[src/rtl/game_pkg.sv]
// game_pkg: shared state encoding and score sizing for the game controller
package game_pkg;
    typedef enum logic [1:0] {IDLE = 2'd0, PLAY = 2'd1, DYING = 2'd2, DEAD = 2'd3} state_t;
    localparam int SCORE_W = 10;
    localparam int MAX_SCORE_DEF = 999;
endpackage

[src/rtl/game_controller_if.sv]
// game_controller_if: player/physics inputs and status outputs of the game controller
interface game_controller_if;
    import game_pkg::*;
    logic               i_flap_btn;
    logic               i_frame_tick;
    logic               i_collision;
    logic               i_pipe_passed;
    state_t             o_state;
    logic               o_play_en;
    logic               o_flap;
    logic               o_is_dead;
    logic [SCORE_W-1:0] o_score;
    logic [SCORE_W-1:0] o_high_score;
    modport master (
        output i_flap_btn, i_frame_tick, i_collision, i_pipe_passed,
        input  o_state, o_play_en, o_flap, o_is_dead, o_score, o_high_score
    );
    modport slave (
        input  i_flap_btn, i_frame_tick, i_collision, i_pipe_passed,
        output o_state, o_play_en, o_flap, o_is_dead, o_score, o_high_score
    );
endinterface

[src/rtl/game_controller_btn_edge.sv]
// btn_edge: 2-flop synchronizer plus registered rising-edge detect, armed only after the pin is seen low
module btn_edge (
    input  logic clk,
    input  logic reset,
    input  logic i_btn,
    output logic o_press
);
    logic [1:0] r_sync;
    logic [1:0] r_vld;
    logic       r_prev;
    logic       r_armed;
    logic       r_press;
    // synchronize, then emit one pulse per low-to-high transition once a true low has been observed
    always_ff @(posedge clk or posedge reset) begin
        if (reset) begin
            r_sync  <= '0;
            r_vld   <= '0;
            r_prev  <= 1'b0;
            r_armed <= 1'b0;
            r_press <= 1'b0;
        end else begin
            r_sync  <= {r_sync[0], i_btn};
            r_vld   <= {r_vld[0], 1'b1};
            r_prev  <= r_sync[1];
            r_armed <= r_armed | (r_vld[1] & ~r_sync[1]);
            r_press <= r_armed & r_sync[1] & ~r_prev;
        end
    end
    assign o_press = r_press;
endmodule

[src/rtl/game_controller.sv]
// game_controller: IDLE/PLAY/DYING/DEAD sequencing, flap pulses, score and high score
module game_controller
    import game_pkg::*;
#(
    parameter int DEATH_FRAMES = 60,
    parameter int MAX_SCORE    = MAX_SCORE_DEF
) (
    input logic               clk,
    input logic               reset,
    game_controller_if.slave  bus
);
    localparam int CNT_W = $clog2(DEATH_FRAMES) + 1;
    logic               w_press;
    logic               w_die;
    logic               w_last;
    state_t             r_state;
    state_t             w_next;
    logic [CNT_W-1:0]   r_cnt;
    logic [SCORE_W-1:0] r_score;
    logic [SCORE_W-1:0] r_high;
    logic               r_flap;
    logic               r_play_en;
    logic               r_is_dead;

    btn_edge u_btn (
        .clk     (clk),
        .reset   (reset),
        .i_btn   (bus.i_flap_btn),
        .o_press (w_press)
    );

    assign w_die  = bus.i_frame_tick & bus.i_collision;
    assign w_last = bus.i_frame_tick && (r_cnt == CNT_W'(DEATH_FRAMES - 1));

    // state register
    always_ff @(posedge clk or posedge reset) begin
        if (reset) r_state <= IDLE;
        else       r_state <= w_next;
    end

    // next-state logic; presses in PLAY/DYING never change state
    always_comb begin
        w_next = r_state;
        case (r_state)
            IDLE:    w_next = w_press ? PLAY  : IDLE;
            PLAY:    w_next = w_die   ? DYING : PLAY;
            DYING:   w_next = w_last  ? DEAD  : DYING;
            DEAD:    w_next = w_press ? IDLE  : DEAD;
            default: w_next = IDLE;
        endcase
    end

    // registered outputs decoded from the next state so they line up with r_state
    always_ff @(posedge clk or posedge reset) begin
        if (reset) begin
            r_flap    <= 1'b0;
            r_play_en <= 1'b0;
            r_is_dead <= 1'b0;
        end else begin
            r_flap    <= (r_state == PLAY) & w_press;
            r_play_en <= (w_next == PLAY);
            r_is_dead <= (w_next == DYING) | (w_next == DEAD);
        end
    end

    // death frame counter (held at zero outside DYING), score and high score
    always_ff @(posedge clk or posedge reset) begin
        if (reset) begin
            r_cnt   <= '0;
            r_score <= '0;
            r_high  <= '0;
        end else begin
            r_cnt <= (r_state == DYING) ? r_cnt + CNT_W'(bus.i_frame_tick) : '0;
            if (r_state == IDLE && w_press)
                r_score <= '0;
            else if (r_state == PLAY && bus.i_pipe_passed && r_score < SCORE_W'(MAX_SCORE))
                r_score <= r_score + SCORE_W'(1);
            if (r_state == DYING && w_last && r_score > r_high)
                r_high <= r_score;
        end
    end

    assign bus.o_state      = r_state;
    assign bus.o_play_en    = r_play_en;
    assign bus.o_flap       = r_flap;
    assign bus.o_is_dead    = r_is_dead;
    assign bus.o_score      = r_score;
    assign bus.o_high_score = r_high;
endmodule

[src/flat_wrapper.sv]
// flat-port wrapper written by rule: the top's interface ports become plain ports
module game_controller_flat import game_pkg::*;
#(
    parameter int DEATH_FRAMES = 60,
    parameter int MAX_SCORE    = MAX_SCORE_DEF
)
  (clk, reset, bus_i_flap_btn, bus_i_frame_tick, bus_i_collision, bus_i_pipe_passed, bus_o_state, bus_o_play_en, bus_o_flap, bus_o_is_dead, bus_o_score, bus_o_high_score);
  game_controller_if bus_i ();
  input logic clk;
  input logic reset;
  input wire logic [$bits(bus_i.i_flap_btn)-1:0] bus_i_flap_btn;
  input wire logic [$bits(bus_i.i_frame_tick)-1:0] bus_i_frame_tick;
  input wire logic [$bits(bus_i.i_collision)-1:0] bus_i_collision;
  input wire logic [$bits(bus_i.i_pipe_passed)-1:0] bus_i_pipe_passed;
  output wire logic [$bits(bus_i.o_state)-1:0] bus_o_state;
  output wire logic [$bits(bus_i.o_play_en)-1:0] bus_o_play_en;
  output wire logic [$bits(bus_i.o_flap)-1:0] bus_o_flap;
  output wire logic [$bits(bus_i.o_is_dead)-1:0] bus_o_is_dead;
  output wire logic [$bits(bus_i.o_score)-1:0] bus_o_score;
  output wire logic [$bits(bus_i.o_high_score)-1:0] bus_o_high_score;
  assign bus_i.i_flap_btn = bus_i_flap_btn;
  assign bus_i.i_frame_tick = bus_i_frame_tick;
  assign bus_i.i_collision = bus_i_collision;
  assign bus_i.i_pipe_passed = bus_i_pipe_passed;
  assign bus_o_state = bus_i.o_state;
  assign bus_o_play_en = bus_i.o_play_en;
  assign bus_o_flap = bus_i.o_flap;
  assign bus_o_is_dead = bus_i.o_is_dead;
  assign bus_o_score = bus_i.o_score;
  assign bus_o_high_score = bus_i.o_high_score;
  game_controller #(.DEATH_FRAMES(DEATH_FRAMES), .MAX_SCORE(MAX_SCORE)) u_core (.clk(clk), .reset(reset), .bus(bus_i));
endmodule
[config.mk]
export PLATFORM = sky130hd
export DESIGN_NAME = game_controller_flat
export DESIGN_NICKNAME = d
export VERILOG_FILES = /design/src/rtl/game_pkg.sv /design/src/rtl/game_controller_if.sv /design/src/rtl/game_controller_btn_edge.sv /design/src/rtl/game_controller.sv /design/src/flat_wrapper.sv
export SDC_FILE = /design/constraint.sdc
export NUM_CORES = 1
export LEC_CHECK = 0
export ABC_AREA = 1
export CORE_ASPECT_RATIO = 0.7
export CORE_MARGIN = 2
export CORE_UTILIZATION = 58
export CTS_CLUSTER_DIAMETER = 200
export CTS_CLUSTER_SIZE = 28
export DETAILED_ROUTE_END_ITERATION = 16
export HOLD_SLACK_MARGIN = 0.03
export PLACE_DENSITY = 0.84
export SLEW_MARGIN = 10
export SYNTH_ARGS = -nofsm -noshare
export SYNTH_HDL_FRONTEND = slang
export SYNTH_SLANG_ARGS = --single-unit
[constraint.sdc]
create_clock -name clk -period 4.5 [get_ports clk]
set_input_delay 0.9 -clock clk [delete_from_list [all_inputs] [get_ports clk]]
set_output_delay 0.9 -clock clk [all_outputs]
set_load 0.05 [all_outputs]
==> run_results.csv <==
group,metric,value,unit
yosys,synthAdderAreaFrac,7.75,%
detailed_routing,drt_wl_total,4.33,mm
worst_hold_path,hp-class,"reg -> reg",
cts,htreeDepth,2,
critical_path,reg2regPathDepth,8,
final_layout,multi_input_area,931,sq um
yosys,synth_xor_area_share,1.25,%
detailed_routing,wire_per_inst,12.3,microns
critical_path,worst_ep_required_time,3.60,ns
cts,clock_path_buffers,2,
yosys,synth.avg_cell_area,7.83,sq um
sta,fin_skew,0.00839,ns
detailed_routing,drc,0,
critical_path,path_max_fanout,7,
final_layout,nFillCells,283,
power_and_ir_drop,clkPwrFrac,21.5,%
sta,period_share,57.8,%
yosys,synth_compound_area_share,2.74,%
cts,clockRootBuffer,"clkbuf_8",
final_layout,syn2layout_area_growth,20.6,%
power_and_ir_drop,switching_power,493,uW
critical_path,startpoint_type,"flop",
sta,max_slew_margin,65.1,%
floorplan,design.die.area,4120,sq um
cts,clock_latency,0.30,ns
sta,fmax,385,MHz
power_and_ir_drop,leakage,0.00130,uW
sta,fin_crit,2.60,ns
yosys,synth_top_family_by_area,"simple AND/OR/NAND/NOR gates",
sta,timing.final.setup_violations,0,
place,place_inst,345,
floorplan,die_x,75.9,microns
power_and_ir_drop,netSwitchingFraction,43.6,%
final_layout,drive_gt1_share,5.61,%
floorplan,initial_core_util,60.1,%
yosys,synth-seq-cells,39,
detailed_routing,drtPass1Iterations,4,
power_and_ir_drop,combPwrFrac,38.8,%
sta,tightestPinTransition,0.522,ns
cts,path_clk_slew,0.08,ns
yosys,yosysWarningCount,0,
yosys,synthTopCellsByArea,"dfrtp_1, nand2_1, ha_1",
place,port_buffers,30,
floorplan,fp.dieH,54.3,microns
cts,ctsResizeCount,0,
floorplan,rows,18,
sta,setup_tns,0,ns
cts,numCtsBuffers,5,
power_and_ir_drop,p_seq_share,39.6,%
critical_path,crit_chain,"clkdlybuf4s50_1",
floorplan,ios,31,
final_layout,final_util,72.5,%
critical_path,crit_buf_inv,1,
yosys,synthSimpleGateAreaFrac,32.4,%
detailed_routing,vias,1803,
global_routing,grt_pass1_vias,1665,
power_and_ir_drop,ir_drop,0.000329,V
job,drv_cap,0,
global_routing,grt_overflow_total,0,
sta,final_max_slew_viol_count,0,
final_layout,final_cell_mix,"nand2_1, inv_1, dfrtp_1, nand3_1, clkdlybuf4s50_1",
power_and_ir_drop,intPower,638,uW
final_layout,seq_area,976,sq um
critical_path,cp_top_family,"buffers and inverters",
critical_path,slowest_delay,0.87,ns
cts,cts.sinks,39,
detailed_routing,drtIter0Drc,165,
yosys,synthesis.nets,287,
cts,cts_setup_buffers,0,
sta,whs,0.358,ns
final_layout,num_antenna_cells,0,
detailed_routing,vias_per_cell,5.11,
run_status,outcome,"complete, no violations",
yosys,synthCells,268,
yosys,synth-seq-area-share,46.5,%
final_layout,layout.nets,321,
critical_path,critPathKind,"reg -> out",
critical_path,crit_slowest_cell,"clkdlybuf4s50_1",
sta,rsz0062_at_grt,"false",
final_layout,layout_commonest_cell,"nand2_1",
yosys,synth.area.mux_share,0,%
yosys,synth_area,2100,sq um
yosys,synth_cell_types,25,
yosys,netlist.area_leader.share,46.5,%
global_routing,grt_max_degree,40,
global_routing,grt_usage,23.0,%
critical_path,critical_path_cell_count,1,
place,hpwl,3.19,mm
power_and_ir_drop,powerDensity,446,nW/um^2
floorplan,core_area,3490,sq um
global_routing,antenna_found_initial,0,
sta,hold_violations,0,
cts,ctsHoldBuffers,0,
detailed_routing,ant_nets,0,
cts,cts_tree,"done",
yosys,synth_top_cell_by_area,"dfrtp_1",
place,globalplace.congestion,0.845,
final_layout,fin_cells,353,
critical_path,arrival,1.70,ns
worst_hold_path,whs_path_depth,0,
critical_path,cp-end-kind,"primary output",
global_routing,grt_pass1_wl,7.29,mm
state kept, by name, summed over array words and instances (netlist names):
| name | count |
|---|---|
| u_core.u_btn.r_sync | 2 |
| u_core.u_btn.r_vld | 2 |
| u_core.bus.o_score | 10 |
| u_core.bus.o_high_score | 10 |
| u_core.bus.o_state | 2 |
| u_core.bus.o_is_dead | 1 |
| u_core.u_btn.r_armed | 1 |
| u_core.bus.o_flap | 1 |
| u_core.r_cnt | 7 |
| u_core.bus.o_play_en | 1 |
| u_core.u_btn.o_press | 1 |
| u_core.u_btn.r_prev | 1 |
power groups by stage:
| stage | Clock, uW | Combinational [uW] | Sequential, uW |
|---|---|---|---|
| final | 244 | 439 | 448 |
| after global routing | 260 | 485 | 456 |
| after CTS | 244 | 441 | 447 |
| after detailed placement | 0 | 440 | 454 |
| after global placement | 0 | 428 | 451 |
| after floorplan | 0 | 215 | 560 |
synthesized netlist by cell type:
cell type  number
o211ai_1        1
conb_1          1
ha_1           13
nor3_2          1
nand4_1         3
clkbuf_4        1
nand2_1        84
dfrtp_1        39
nor2_1         20
nand3b_2        1
o21ai_0         4
nor3b_1         4
buf_6           1
inv_2           2
nand2_2         1
a21oi_1         6
nand3_1        31
inv_1          41
nor3_1          6
xor2_1          3
buf_2           1
nor2_2          1
buf_4           1
nand2_4         1
nor2_4          1
logic make-up (layout without fill, tap and decap cells):
family                   after synthesis  in the layout
other                                  1              1
XOR/XNOR                               3              3
flip-flops                            39             39
AO/OA/AOI/OAI                         11             11
buffers and inverters                 47             82
AND/OR/NAND/NOR                      154            154
adder cells (fa/ha/maj)               13             13
routing by layer:
layer	routed length [microns]	vias to the layer above	track usage (%)
met5	0	-	0
met4	63	0	9.70
met3	326	9	5.12
met2	1850	69	37.1
met1	2090	815	31.1
li1	-	910	-
layout make-up:
| cell class | instances | area share, % |
|---|---|---|
| Clock buffer | 5 | 2.72 |
| Clock inverter | 3 | 0.988 |
| Inverter | 43 | 6.37 |
| Multi-Input combinational cell | 182 | 36.8 |
| Sequential cell | 39 | 38.5 |
| Tap cell | 50 | 2.47 |
| Timing Repair Buffer | 31 | 12.2 |
final timing paths:
| kind | startpoint | slack, ns | endpoint |
|---|---|---|---|
| max in group asynchronous | reset | 3.14 | u_core.bus.o_high_score[2] |
| setup / recovery | u_core.bus.o_score[7] | 1.90 | bus_o_score[7] |
| min in group asynchronous | reset | 1.01 | u_core.u_btn.r_armed |
| setup reg to reg | u_core.bus.o_score[7] | 2.42 | u_core.bus.o_high_score[6] |
| hold / removal | u_core.u_btn.r_sync[0] | 0.36 | u_core.u_btn.r_sync[1] |
| hold reg to reg | u_core.u_btn.r_sync[0] | 0.36 | u_core.u_btn.r_sync[1] |
metrics by stage:
| stage | worst slack (ns) | total power, uW | area (sq um) |
|---|---|---|---|
| CTS | 1.91 | 1130 | 2530 |
| global route | 1.86 | 1200 | 2530 |
| detailed placement | 1.90 | 894 | 2440 |
| global placement | 2.00 | 880 | 2440 |
| finish | 1.90 | 1130 | 2530 |
| floorplan | 2.69 | 775 | 2100 |
(Power assumes the default switching activity.)
